$ cat src/rtl/cpaep_stream_pkg.sv
// Shared types and sizing helpers for the operand stream readers.
package cpaep_stream_pkg;

    typedef enum logic [1:0] {
        IDLE,
        FETCH,
        DRAIN,
        DONE
    } fsm_state_t;

    // Number of IO elements packed into one external memory word.
    function automatic int unsigned elems_per_word(input int unsigned mem_w, input int unsigned io_w);
        return mem_w / io_w;
    endfunction

    // Word address width for a memory of the given depth.
    function automatic int unsigned addr_width(input int unsigned height);
        return (height > 1) ? unsigned'($clog2(height)) : 1;
    endfunction

endpackage

$ cat src/rtl/stream_word_fifo.sv
// Two-entry register FIFO holding fetched memory words; slot0 is always the head.
module stream_word_fifo #(
    parameter int unsigned WIDTH = 32
) (
    input  logic             clk,
    input  logic             rst_n,
    input  logic             push,
    input  logic [WIDTH-1:0] push_data,
    input  logic             pop,
    output logic [WIDTH-1:0] head_data,
    output logic [1:0]       count
);

    logic [WIDTH-1:0] slot0_q, slot0_d;
    logic [WIDTH-1:0] slot1_q, slot1_d;
    logic [1:0]       count_q, count_d;

    // Next-state for storage and occupancy; pop shifts slot1 into the head.
    always_comb begin
        slot0_d = slot0_q;
        slot1_d = slot1_q;
        count_d = count_q;
        unique case ({push, pop})
            2'b10: begin
                if (count_q == 2'd0) begin
                    slot0_d = push_data;
                end else begin
                    slot1_d = push_data;
                end
                count_d = count_q + 2'd1;
            end
            2'b01: begin
                slot0_d = slot1_q;
                count_d = count_q - 2'd1;
            end
            2'b11: begin
                if (count_q == 2'd1) begin
                    slot0_d = push_data;
                end else begin
                    slot0_d = slot1_q;
                    slot1_d = push_data;
                end
            end
            default: begin
            end
        endcase
    end

    // Storage and occupancy registers with synchronous active-low reset.
    always_ff @(posedge clk) begin
        if (!rst_n) begin
            slot0_q <= '0;
            slot1_q <= '0;
            count_q <= '0;
        end else begin
            slot0_q <= slot0_d;
            slot1_q <= slot1_d;
            count_q <= count_q == count_d ? count_q : count_d;
        end
    end

    assign head_data = slot0_q;
    assign count     = count_q;

endmodule

$ cat src/rtl/ext_mem_stream_reader.sv
// Reads a contiguous block of external memory words and streams their
// IO-width slices, low slice first, on a valid/ready interface.
module ext_mem_stream_reader
    import cpaep_stream_pkg::*;
#(
    parameter int unsigned IO_DATA_WIDTH  = 16,
    parameter int unsigned EXT_MEM_WIDTH  = 32,
    parameter int unsigned EXT_MEM_HEIGHT = 1 << 20,
    localparam int unsigned ADDR_W = addr_width(EXT_MEM_HEIGHT)
) (
    input  logic                     clk,
    input  logic                     arst_n_in,
    input  logic                     start,
    input  logic [ADDR_W-1:0]        base_addr,
    input  logic [ADDR_W:0]          nb_elems,
    output logic                     busy,
    output logic                     done,
    output logic [ADDR_W-1:0]        ext_mem_read_addr,
    output logic                     ext_mem_read_en,
    input  logic [EXT_MEM_WIDTH-1:0] ext_mem_qout,
    output logic [IO_DATA_WIDTH-1:0] out_data,
    output logic                     out_valid,
    input  logic                     out_ready
);

    localparam int unsigned ELEMS_PER_WORD = elems_per_word(EXT_MEM_WIDTH, IO_DATA_WIDTH);
    localparam int unsigned SLICE_W        = (ELEMS_PER_WORD > 1) ? $clog2(ELEMS_PER_WORD) : 1;
    localparam int unsigned CNT_W          = ADDR_W + 1;
    localparam logic [ADDR_W-1:0] LAST_ADDR = ADDR_W'(EXT_MEM_HEIGHT - 1);

    function automatic logic [ADDR_W-1:0] next_word_addr(input logic [ADDR_W-1:0] a);
        return (a == LAST_ADDR) ? '0 : a + ADDR_W'(1);
    endfunction

    fsm_state_t          state_q, state_d;
    logic                busy_q, busy_d;
    logic                done_q, done_d;
    logic                read_en_q, read_en_d;
    logic [ADDR_W-1:0]   read_addr_q, read_addr_d;
    logic [ADDR_W-1:0]   next_addr_q, next_addr_d;
    logic [CNT_W-1:0]    word_cnt_q, word_cnt_d;
    logic [CNT_W-1:0]    nb_words_q, nb_words_d;
    logic [CNT_W-1:0]    nb_elems_q, nb_elems_d;
    logic [CNT_W-1:0]    elem_cnt_q, elem_cnt_d;
    logic [SLICE_W-1:0]  slice_q, slice_d;
    logic                inflight_q, inflight_d;

    logic                     fifo_push, fifo_pop, fifo_has_word;
    logic [EXT_MEM_WIDTH-1:0] fifo_head, head_word;
    logic [1:0]               fifo_count, fifo_count_next;
    logic [IO_DATA_WIDTH-1:0] head_slice;
    logic                     stream_valid, handshake, last_elem, last_slice, word_done;
    logic [CNT_W-1:0]         start_words;

    stream_word_fifo #(
        .WIDTH(EXT_MEM_WIDTH)
    ) u_word_fifo (
        .clk       (clk),
        .rst_n     (arst_n_in),
        .push      (fifo_push),
        .push_data (ext_mem_qout),
        .pop       (fifo_pop),
        .head_data (fifo_head),
        .count     (fifo_count)
    );

    // Unpacker: the word returning from memory is presented directly while the
    // FIFO is empty, and is only pushed if it still has slices left afterwards.
    always_comb begin
        fifo_has_word = (fifo_count != 2'd0);
        head_word     = fifo_has_word ? fifo_head : ext_mem_qout;
        stream_valid  = fifo_has_word || inflight_q;
        head_slice    = '0;
        for (int unsigned i = 0; i < ELEMS_PER_WORD; i++) begin
            if (slice_q == SLICE_W'(i)) begin
                head_slice = head_word[i*IO_DATA_WIDTH +: IO_DATA_WIDTH];
            end
        end
        handshake       = stream_valid && out_ready;
        last_elem       = (elem_cnt_q == nb_elems_q - CNT_W'(1));
        last_slice      = (slice_q == SLICE_W'(ELEMS_PER_WORD - 1)) || last_elem;
        word_done       = handshake && last_slice;
        fifo_pop        = word_done && fifo_has_word;
        fifo_push       = inflight_q && !(word_done && !fifo_has_word);
        fifo_count_next = fifo_count + {1'b0, fifo_push} - {1'b0, fifo_pop};
        start_words     = CNT_W'(({1'b0, nb_elems} + (CNT_W + 1)'(ELEMS_PER_WORD - 1))
                                 / (CNT_W + 1)'(ELEMS_PER_WORD));
    end

    // Transfer control: next state, read issue under the two-word credit, counters.
    always_comb begin
        state_d     = state_q;
        read_en_d   = 1'b0;
        read_addr_d = read_addr_q;
        next_addr_d = next_addr_q;
        word_cnt_d  = word_cnt_q;
        nb_words_d  = nb_words_q;
        nb_elems_d  = nb_elems_q;
        elem_cnt_d  = elem_cnt_q;
        slice_d     = slice_q;
        inflight_d  = read_en_q;

        if (handshake) begin
            elem_cnt_d = elem_cnt_q + CNT_W'(1);
            slice_d    = last_slice ? '0 : slice_q + SLICE_W'(1);
        end

        unique case (state_q)
            IDLE: begin
                if (start) begin
                    nb_elems_d = nb_elems;
                    nb_words_d = start_words;
                    elem_cnt_d = '0;
                    slice_d    = '0;
                    word_cnt_d = '0;
                    if (nb_elems == '0) begin
                        state_d = DONE;
                    end else begin
                        // First read goes out the cycle after start, so the
                        // counter leaves IDLE already accounting for it.
                        read_en_d   = 1'b1;
                        read_addr_d = base_addr;
                        next_addr_d = next_word_addr(base_addr);
                        word_cnt_d  = CNT_W'(1);
                        state_d     = (start_words == CNT_W'(1)) ? DRAIN : FETCH;
                    end
                end
            end
            FETCH: begin
                // Words held next cycle plus the read now in flight must leave room.
                if ((3'(fifo_count_next) + 3'(read_en_q)) < 3'd2) begin
                    read_en_d   = 1'b1;
                    read_addr_d = next_addr_q;
                    next_addr_d = next_word_addr(next_addr_q);
                    word_cnt_d  = word_cnt_q + CNT_W'(1);
                    if (word_cnt_q + CNT_W'(1) == nb_words_q) begin
                        state_d = DRAIN;
                    end
                end
            end
            DRAIN: begin
                if (handshake && last_elem) begin
                    state_d = DONE;
                end
            end
            DONE: begin
                state_d = IDLE;
            end
            default: begin
                state_d = IDLE;
            end
        endcase
    end

    assign busy_d = (state_d == FETCH) || (state_d == DRAIN);
    assign done_d = (state_d == DONE);

    // All control state and registered outputs, synchronous active-low reset.
    always_ff @(posedge clk) begin
        if (!arst_n_in) begin
            state_q     <= IDLE;
            busy_q      <= 1'b0;
            done_q      <= 1'b0;
            read_en_q   <= 1'b0;
            read_addr_q <= '0;
            next_addr_q <= '0;
            word_cnt_q  <= '0;
            nb_words_q  <= '0;
            nb_elems_q  <= '0;
            elem_cnt_q  <= '0;
            slice_q     <= '0;
            inflight_q  <= 1'b0;
        end else begin
            state_q     <= state_d;
            busy_q      <= busy_d;
            done_q      <= done_d;
            read_en_q   <= read_en_d;
            read_addr_q <= read_addr_d;
            next_addr_q <= next_addr_d;
            word_cnt_q  <= word_cnt_d;
            nb_words_q  <= nb_words_d;
            nb_elems_q  <= nb_elems_d;
            elem_cnt_q  <= elem_cnt_d;
            slice_q     <= slice_d;
            inflight_q  <= inflight_d;
        end
    end

    assign busy              = busy_q;
    assign done              = done_q;
    assign ext_mem_read_en   = read_en_q;
    assign ext_mem_read_addr = read_addr_q;
    assign out_valid         = stream_valid;
    assign out_data          = stream_valid ? head_slice : '0;

endmodule

$ cat config.mk
export PLATFORM = sky130hd
export DESIGN_NAME = ext_mem_stream_reader
export DESIGN_NICKNAME = d
export VERILOG_FILES = /design/src/rtl/cpaep_stream_pkg.sv /design/src/rtl/stream_word_fifo.sv /design/src/rtl/ext_mem_stream_reader.sv
export SDC_FILE = /design/constraint.sdc
export NUM_CORES = 1
export LEC_CHECK = 0
export CORE_UTILIZATION = 55
export CTS_CLUSTER_SIZE = 24
export DETAILED_ROUTE_END_ITERATION = 10
export PLACE_DENSITY = 0.85
export REMOVE_ABC_BUFFERS = 1
export SETUP_SLACK_MARGIN = 0.5
export SLEW_MARGIN = 5
export SYNTH_ARGS = -nofsm -noshare
export SYNTH_HDL_FRONTEND = slang
export SYNTH_SLANG_ARGS = --single-unit
$ cat constraint.sdc
create_clock -name clk -period 10.7 [get_ports clk]
set_clock_uncertainty 0.1 [all_clocks]
set_input_delay 1.07 -clock clk [delete_from_list [all_inputs] [get_ports clk]]
set_output_delay 1.07 -clock clk [all_outputs]
set_load 0.1 [all_outputs]
==> impl_metrics.py, run 1 <==
metrics = {
    "global_route": {
        "grtUsageTotal_pct": 28.5,
        "grt_start_max_net_pins": 92,
        "grt_pass1_wl_mm": 50.9,
        "first_global_vias": 10400,
        "antenna_found_initial": 0,
        "overflow": 0,
    },
    "synth": {
        "synth_most_common_cell": "nand2_1",
        "synth_cell_type_count": 73,
        "synth-async-reset-ratio_pct": 0,
        "synth_fa_ha_area_share_pct": 1.61,
        "synth_edf_count": 0,
        "yosys.area_share.simple_pct": 26.5,
        "synth_seq_area_share_pct": 33.9,
        "synth_top_family_by_area": "simple AND/OR/NAND/NOR gates",
        "synth-compound-area-share_pct": 20.9,
        "synth.yosys.warnings": 0,
        "synthCells": 1517,
        "synth_common_cells": "nand2_1, dfxtp_1, nor2_1, clkbuf_1, a21oi_1",
        "synth_top_area_share_pct": 33.9,
        "syn-cell-area_um2": 11600,
        "synth_area_leaders": "dfxtp_1, nand2_1, xnor2_1, a21oi_1, nor2_1",
        "ys.flop_type": "dfxtp_1",
        "synthMuxAreaShare_pct": 3.33,
        "avgSynthCellArea_um2": 7.67,
        "synth_area_leader_cell": "dfxtp_1",
        "synthXorXnorAreaFrac_pct": 8.41,
        "synth_seq_cells": 197,
    },
    "detailed_routing": {
        "viasPerCell": 6.20,
        "drt_iter0_drc": 961,
        "routedWlPerCell_um": 16.9,
        "wl_mm": 31.1,
        "vias": 11400,
        "dr.pass1.iters": 6,
        "drcViolationCount": 0,
        "final_antenna_net_count": 0,
    },
    "pwr": {
        "clkPwrFrac_pct": 31.9,
        "internal_power_uw": 1290,
        "power_frac_comb_pct": 27.1,
        "peakVddDrop_mv": 0.127,
        "p_sw_uw": 759,
        "cellPowerDensity_nw_per_um2": 153,
        "p_sw_share_pct": 37.1,
        "leakage_uw": 0.00457,
        "sequentialPowerShare_pct": 41.0,
    },
    "cts": {
        "cts.sinks": 197,
        "cts_setup_buffers": 0,
        "cts_htree_levels": 4,
        "cts_tree": "done",
        "cts_root_buf": "clkbuf_16",
        "numCtsBuffers": 17,
        "clk_path_buf_depth": 2,
        "insertion_delay_ns": 0.44,
        "clk_pin_slew_ns": 0.08,
        "ctsHoldBuffers": 0,
        "cts_resized": 0,
    },
    "sta": {
        "hold_violations": 0,
        "final.setup.tns_ns": 0,
        "setup_viol": 0,
        "max_freq_mhz": 165,
        "holdWs_ns": 0.359,
        "max_slew_margin_pct": 14.6,
        "rsz0062_at_grt": "no",
        "worst_slew_pin_slew_ns": 1.28,
        "drv_slew": 0,
        "post-route-min-period_ns": 6.07,
        "fin_crit_sh_pct": 56.7,
    },
    "run_status": {
        "status": "completed",
    },
    "floorplan": {
        "start_util_pct": 56.8,
        "die-area_um2": 21700,
        "die_x_um": 147,
        "fp-row-count": 52,
        "die_h_um": 147,
        "io_pins": 117,
        "core_area_um2": 20500,
    },
    "worst_setup_path": {
        "worstPathCellList": "or3_1 > or4_1 > a2111oi_2 > o22ai_1 > nor4_4 > a31oi_1 > nor2_1 > ha_1 > inv_1 > ha_1 > xor3_1 > a21oi_1 > nand4_1 > nor4_1 > nand4_1 > nor3_1 > nor2_1 > or3_1 > ha_1 > and2_1",
        "cp_max_fo": 10,
        "cp.arrival_ns": 6.30,
        "path_class": "reg2reg",
        "worstSetupEndpointType": "flip-flop",
        "crit_path_frequent_cell": "ha_1",
        "cp_top_family": "simple AND/OR/NAND/NOR gates",
        "crit_required_ns": 10.93,
        "path_buf_inv": 1,
        "start_kind": "flip-flop",
        "critPathMaxStageDelay_ns": 0.55,
        "crit_path_top_delay_cell": "or3_1",
    },
    "final_layout": {
        "area_growth_pct": 15.3,
        "fill_cells": 1763,
        "drive_gt1_share_pct": 5.42,
        "regArea_um2": 3950,
        "diodes": 0,
        "finalNetCount": 1646,
        "multiInputGateArea_um2": 7100,
    },
    "place": {
        "dp_hpwl_mm": 21.1,
        "portBuffers": 116,
        "place.gp.congestion": 0.888,
    },
    "min_path": {
        "hold_class": "reg2reg",
    },
    "job": {
        "cap_violations": 0,
    },
}
==> per-stage QoR <==
| step | instance area [um2] | total power [uW] | utilization, % | instances | setup WS, ns |
|---|---|---|---|---|---|
| final | 13400 | 2050 | 65.4 | 1837 | 4.63 |
| after floorplan | 11200 | 1240 | - | 1406 | 3.38 |
| after detailed placement | 12800 | 1400 | 62.5 | 1805 | 4.71 |
| after global placement | 12800 | 1390 | 62.5 | 1805 | 4.96 |
| after CTS | 13400 | 2050 | 65.4 | 1837 | 4.66 |
| after global routing | 13400 | 2140 | 65.4 | 1837 | 4.21 |
==> registers in the layout, summed over array words and instances (netlist names), 20 cells and up <==
| register | cells |
|---|---|
| elem_cnt_q | 21 |
| u_word_fifo.slot1_q | 32 |
| nb_words_q | 21 |
| u_word_fifo.head_data | 32 |
| word_cnt_q | 21 |
| ext_mem_read_addr | 20 |
| nb_elems_q | 21 |
| next_addr_q | 20 |
==> worst paths after layout <==
| path | end | slack (ns) | from | cells past startpoint |
|---|---|---|---|---|
| max | busy$_SDFF_PN0_ | 4.63 | nb_elems_q[5]$_SDFFE_PN0P_ | 20 |
| min | u_word_fifo.slot1_q[10]$_SDFFE_PN0P_ | 0.36 | u_word_fifo.slot1_q[10]$_SDFFE_PN0P_ | 2 |
| max reg2reg | busy$_SDFF_PN0_ | 4.63 | nb_elems_q[5]$_SDFFE_PN0P_ | 20 |
| min reg2reg | u_word_fifo.slot1_q[10]$_SDFFE_PN0P_ | 0.36 | u_word_fifo.slot1_q[10]$_SDFFE_PN0P_ | 2 |
==> layout by cell type (no fill, tap or decap), types with 4 or more instances in the layout <==
cell type and instances:
o21ai_0 78, nand3b_1 4, nor3_1 25, o211a_1 4, nand4b_1 4, a22oi_1 17, o31ai_1 20, o221ai_2 16
nor2_1 133, nor2b_1 7, o221ai_1 6, a311oi_1 22, clkbuf_16 17, ha_1 15, xnor2_1 66, mux2i_1 35
a21oi_1 99, or3_1 20, nand3_1 60, a211oi_1 20, a31oi_2 4, nand2b_1 4, or4_1 8, clkinv_8 4
dfxtp_1 196, inv_1 43, xor2_1 43, and2_1 17, a31oi_1 14, nand2_1 240, and3_1 27, inv_8 5
buf_4 13, o22ai_1 22, and4_1 7, o32ai_1 11, nand4_1 43, nor4_1 23, clkdlybuf4s50_1 115
==> per-layer routing <==
metal  global-route usage [%]  vias up  part of all wire, %
li1                         -     5513                    -
met1                     37.4     5344                   43
met2                     46.7      459                   47
met3                     4.35       69                  6.8
met4                     11.8        0                  2.8
met5                        0        -                    0
==> power groups by stage <==
stage | sequential, uW | combinational [uW] | clock (uW)
after floorplan | 938 | 298 | 0
after global placement | 854 | 539 | 0
after detailed placement | 856 | 548 | 0
after CTS | 840 | 550 | 663
after global routing | 848 | 598 | 692
final | 841 | 555 | 653
==> logic make-up after synthesis <==
group                      count (synthesis)
AOI/OAI and AO/OA                        359
xor gates and xnor gates                 110
adders and majority gates                 15
buffers and inverters                    155
DFF                                      197
muxes                                     38
and+or+nand+nor                          643
==> worst register-to-register path: stages, from the launching register on <==
cell and delay, ns:
dfxtp_1 0.38, or3_1 0.55, or4_1 0.53, a2111oi_2 0.49, o22ai_1 0.21, nor4_4 0.35
a31oi_1 0.20, nor2_1 0.26, ha_1 0.29, inv_1 0.06, ha_1 0.15, xor3_1 0.29
a21oi_1 0.35, nand4_1 0.16, nor4_1 0.32, nand4_1 0.15, nor3_1 0.20, nor2_1 0.08
or3_1 0.38, ha_1 0.31, and2_1 0.15
==> layout make-up <==
| cell class | instances | area share, % |
|---|---|---|
| timing repair buffer | 129 | 9.35 |
| inverter | 44 | 1.25 |
| tap | 270 | 2.52 |
| clock buffer | 17 | 3.17 |
| sequential | 197 | 29.4 |
| clock inverter | 15 | 1.33 |
| multi-input combinational | 1165 | 53.0 |
Power figures use the tool's default switching activity.
==> run 2, diff against run 1 <==
clock period = 5.6 ns   (was 10.7 ns; I/O delays follow)
==> run 2 against run 1 <==
Clock-buffer cell count stayed put. Worst hold slack worse by 0.00091 ns. Critical path type unchanged. First-iteration DRC count is 4.8% higher. Critical path depth is 3 higher. Sequential power is 91% higher. Flip-flop and latch count stayed put. Maximum frequency is 18% higher. Design area is 2.9% higher. Non-clock buffer count is 20 higher. Critical endpoint unchanged. Highest routed layer unchanged. Register-to-register slack worse by 4.2 ns. Largest power group unchanged. Global-route usage is 0.42 points higher.
==> impl_metrics.py, run 2 (synthesized netlist as in run 1, its figures left out) <==
metrics = {
    "run_status": {
        "status": "completed",
    },
    "place": {
        "dp_hpwl_mm": 21.3,
        "place.gp.congestion": 0.880,
        "place_area_um2": 12900,
        "portBuffers": 116,
    },
    "cts": {
        "clk_pin_slew_ns": 0.08,
        "cts_htree_levels": 4,
        "cts_root_buf": "clkbuf_16",
        "cts.sinks": 197,
        "numCtsBuffers": 17,
        "insertion_delay_ns": 0.45,
        "cts_tree": "done",
        "ctsHoldBuffers": 0,
        "clk_path_buf_depth": 2,
    },
    "floorplan": {
        "die-area_um2": 21700,
        "start_util_pct": 56.8,
        "die_h_um": 147,
        "fp-row-count": 52,
        "die_x_um": 147,
        "core_area_um2": 20500,
        "io_pins": 117,
    },
    "worst_setup_path": {
        "cp.arrival_ns": 5.38,
        "worstReg2RegEnd": "busy$_SDFF_PN0_",
        "reg2reg_slack_ns": 0.46,
        "r2r_start": "nb_elems_q[1]$_SDFFE_PN0P_",
        "worstSetupEndpointType": "flip-flop",
        "path_class": "reg2reg",
        "start_kind": "flip-flop",
        "crit_required_ns": 5.83,
        "cp_max_fo": 6,
        "ff2ff_path_depth": 23,
    },
    "sta": {
        "fin_crit_sh_pct": 91.9,
        "worst_slew_pin_slew_ns": 1.30,
        "post-route-min-period_ns": 5.14,
        "max_slew_margin_pct": 12.6,
        "hold_violations": 0,
        "setup_viol": 0,
        "rsz0062_at_grt": "yes",
        "max_freq_mhz": 194,
        "final.setup.tns_ns": 0,
        "drv_slew": 0,
    },
    "final_layout": {
        "finalNetCount": 1666,
        "design_area_um2": 13800,
        "drive_gt1_share_pct": 8.38,
        "most-common-layout-cells": "nand2_1, dfxtp_1, nor2_1, clkdlybuf4s50_1, a21oi_1",
        "diodes": 0,
        "final_common_cell": "nand2_1",
        "fill_cells": 1721,
        "area_growth_pct": 18.6,
        "final_util_pct": 67.4,
    },
    "detailed_routing": {
        "vias": 11600,
        "drcViolationCount": 0,
        "wl_mm": 32.2,
        "drt_iter0_drc": 1007,
        "final_antenna_net_count": 0,
        "dr.pass1.iters": 5,
        "routedWlPerCell_um": 17.3,
        "viasPerCell": 6.25,
    },
    "pwr": {
        "peakVddDrop_mv": 0.212,
        "fin_total_pwr_uw": 4020,
        "cellPowerDensity_nw_per_um2": 291,
        "leakage_uw": 0.00473,
    },
    "global_route": {
        "overflow": 0,
        "antenna_found_initial": 0,
        "grtUsageTotal_pct": 28.9,
        "first_global_vias": 10600,
        "grt_start_max_net_pins": 102,
        "grt_pass1_wl_mm": 51.7,
    },
    "job": {
        "cap_violations": 0,
    },
    "min_path": {
        "min_from": "u_word_fifo.slot1_q[10]$_SDFFE_PN0P_",
        "hold_end": "u_word_fifo.slot1_q[10]$_SDFFE_PN0P_",
        "whs_path_depth": 2,
        "hold_class": "reg2reg",
    },
}
-- run 2: changes by cell type in the layout (fill, tap and decap cells not counted), sizes merged --
cell      previous run  this run
inv                 53        51
clkinvlp             2         0
clkinv               4         8
buf                 14        34
-- run 2: cell type report --
type,count,area (um2),area share (%)
well taps,270,338,2.45
flip-flops and latches,197,3950,28.6
repair buffers,149,1430,10.4
clock inverters,15,196,1.42
inverters,44,170,1.23
multi-input cells,1165,7290,52.8
clock buffers,17,425,3.08
-- run 2: power breakdown --
group	leakage (uW)	internal, uW	switching, uW
logic	0.00282	394	752
clock network	0.000301	616	651
registers	0.00161	1510	100
-- run 2: critical path, stage by stage, from the launching register on --
cell and delay, ns:
dfxtp_4 0.37, inv_4 0.06, ha_4 0.14, or4b_4 0.55, buf_6 0.16, nor3_4 0.22, a21oi_2 0.09, nand4b_1 0.23
nor4_4 0.34, a31oi_4 0.15, nor2_2 0.14, ha_1 0.26, inv_1 0.06, ha_2 0.16, xor3_1 0.23, a21oi_2 0.14
nand4_1 0.13, nor4_2 0.29, nand4_1 0.20, nor3_2 0.16, nor2_1 0.08, or3_1 0.35, ha_2 0.27, and2_1 0.15
-- run 2: routing by layer --
metal	vias up	share of wire, %	GRT usage, %
met1	5526	42	37.6
met5	-	0	0
met3	55	6.8	4.85
met4	0	2.0	9.90
li1	5564	-	-
met2	459	49	48.4
-- run 2: worst max-delay path by stage --
stage                                           from                            to  slack, ns  cells past startpoint
after floorplan           nb_elems_q[5]$_SDFFE_PN0P_  next_addr_q[11]$_SDFFE_PN0P_      -1.72                     17
after global placement    nb_elems_q[1]$_SDFFE_PN0P_               busy$_SDFF_PN0_       0.19                     22
after detailed placement  nb_elems_q[1]$_SDFFE_PN0P_               busy$_SDFF_PN0_      -0.03                     22
after CTS                 nb_elems_q[6]$_SDFFE_PN0P_               busy$_SDFF_PN0_       0.52                     20
after global routing      nb_elems_q[1]$_SDFFE_PN0P_               busy$_SDFF_PN0_       0.16                     23
final                     nb_elems_q[1]$_SDFFE_PN0P_               busy$_SDFF_PN0_       0.46                     23
-- run 2: per-stage QoR --
stage | worst slack [ns] | std cells | hold slack (ns)
5_1_grt | 0.158 | 1857 | 0.378
2_1_floorplan | -1.72 | 1406 | 0.337
4_1_cts | 0.517 | 1849 | 0.358
6_report | 0.456 | 1857 | 0.358
3_3_place_gp | 0.186 | 1814 | 0.342
3_5_place_dp | -0.0260 | 1814 | 0.347
-- run 2: repair_timing --
action | in CTS | in global routing
gates resized for setup | 25 | 15
hold endpoints to repair | 0 | 0
pin swaps | 12 | 18
setup buffers | 3 | 8
gates cloned | 0 | 0
setup endpoints to repair | 48 | 11
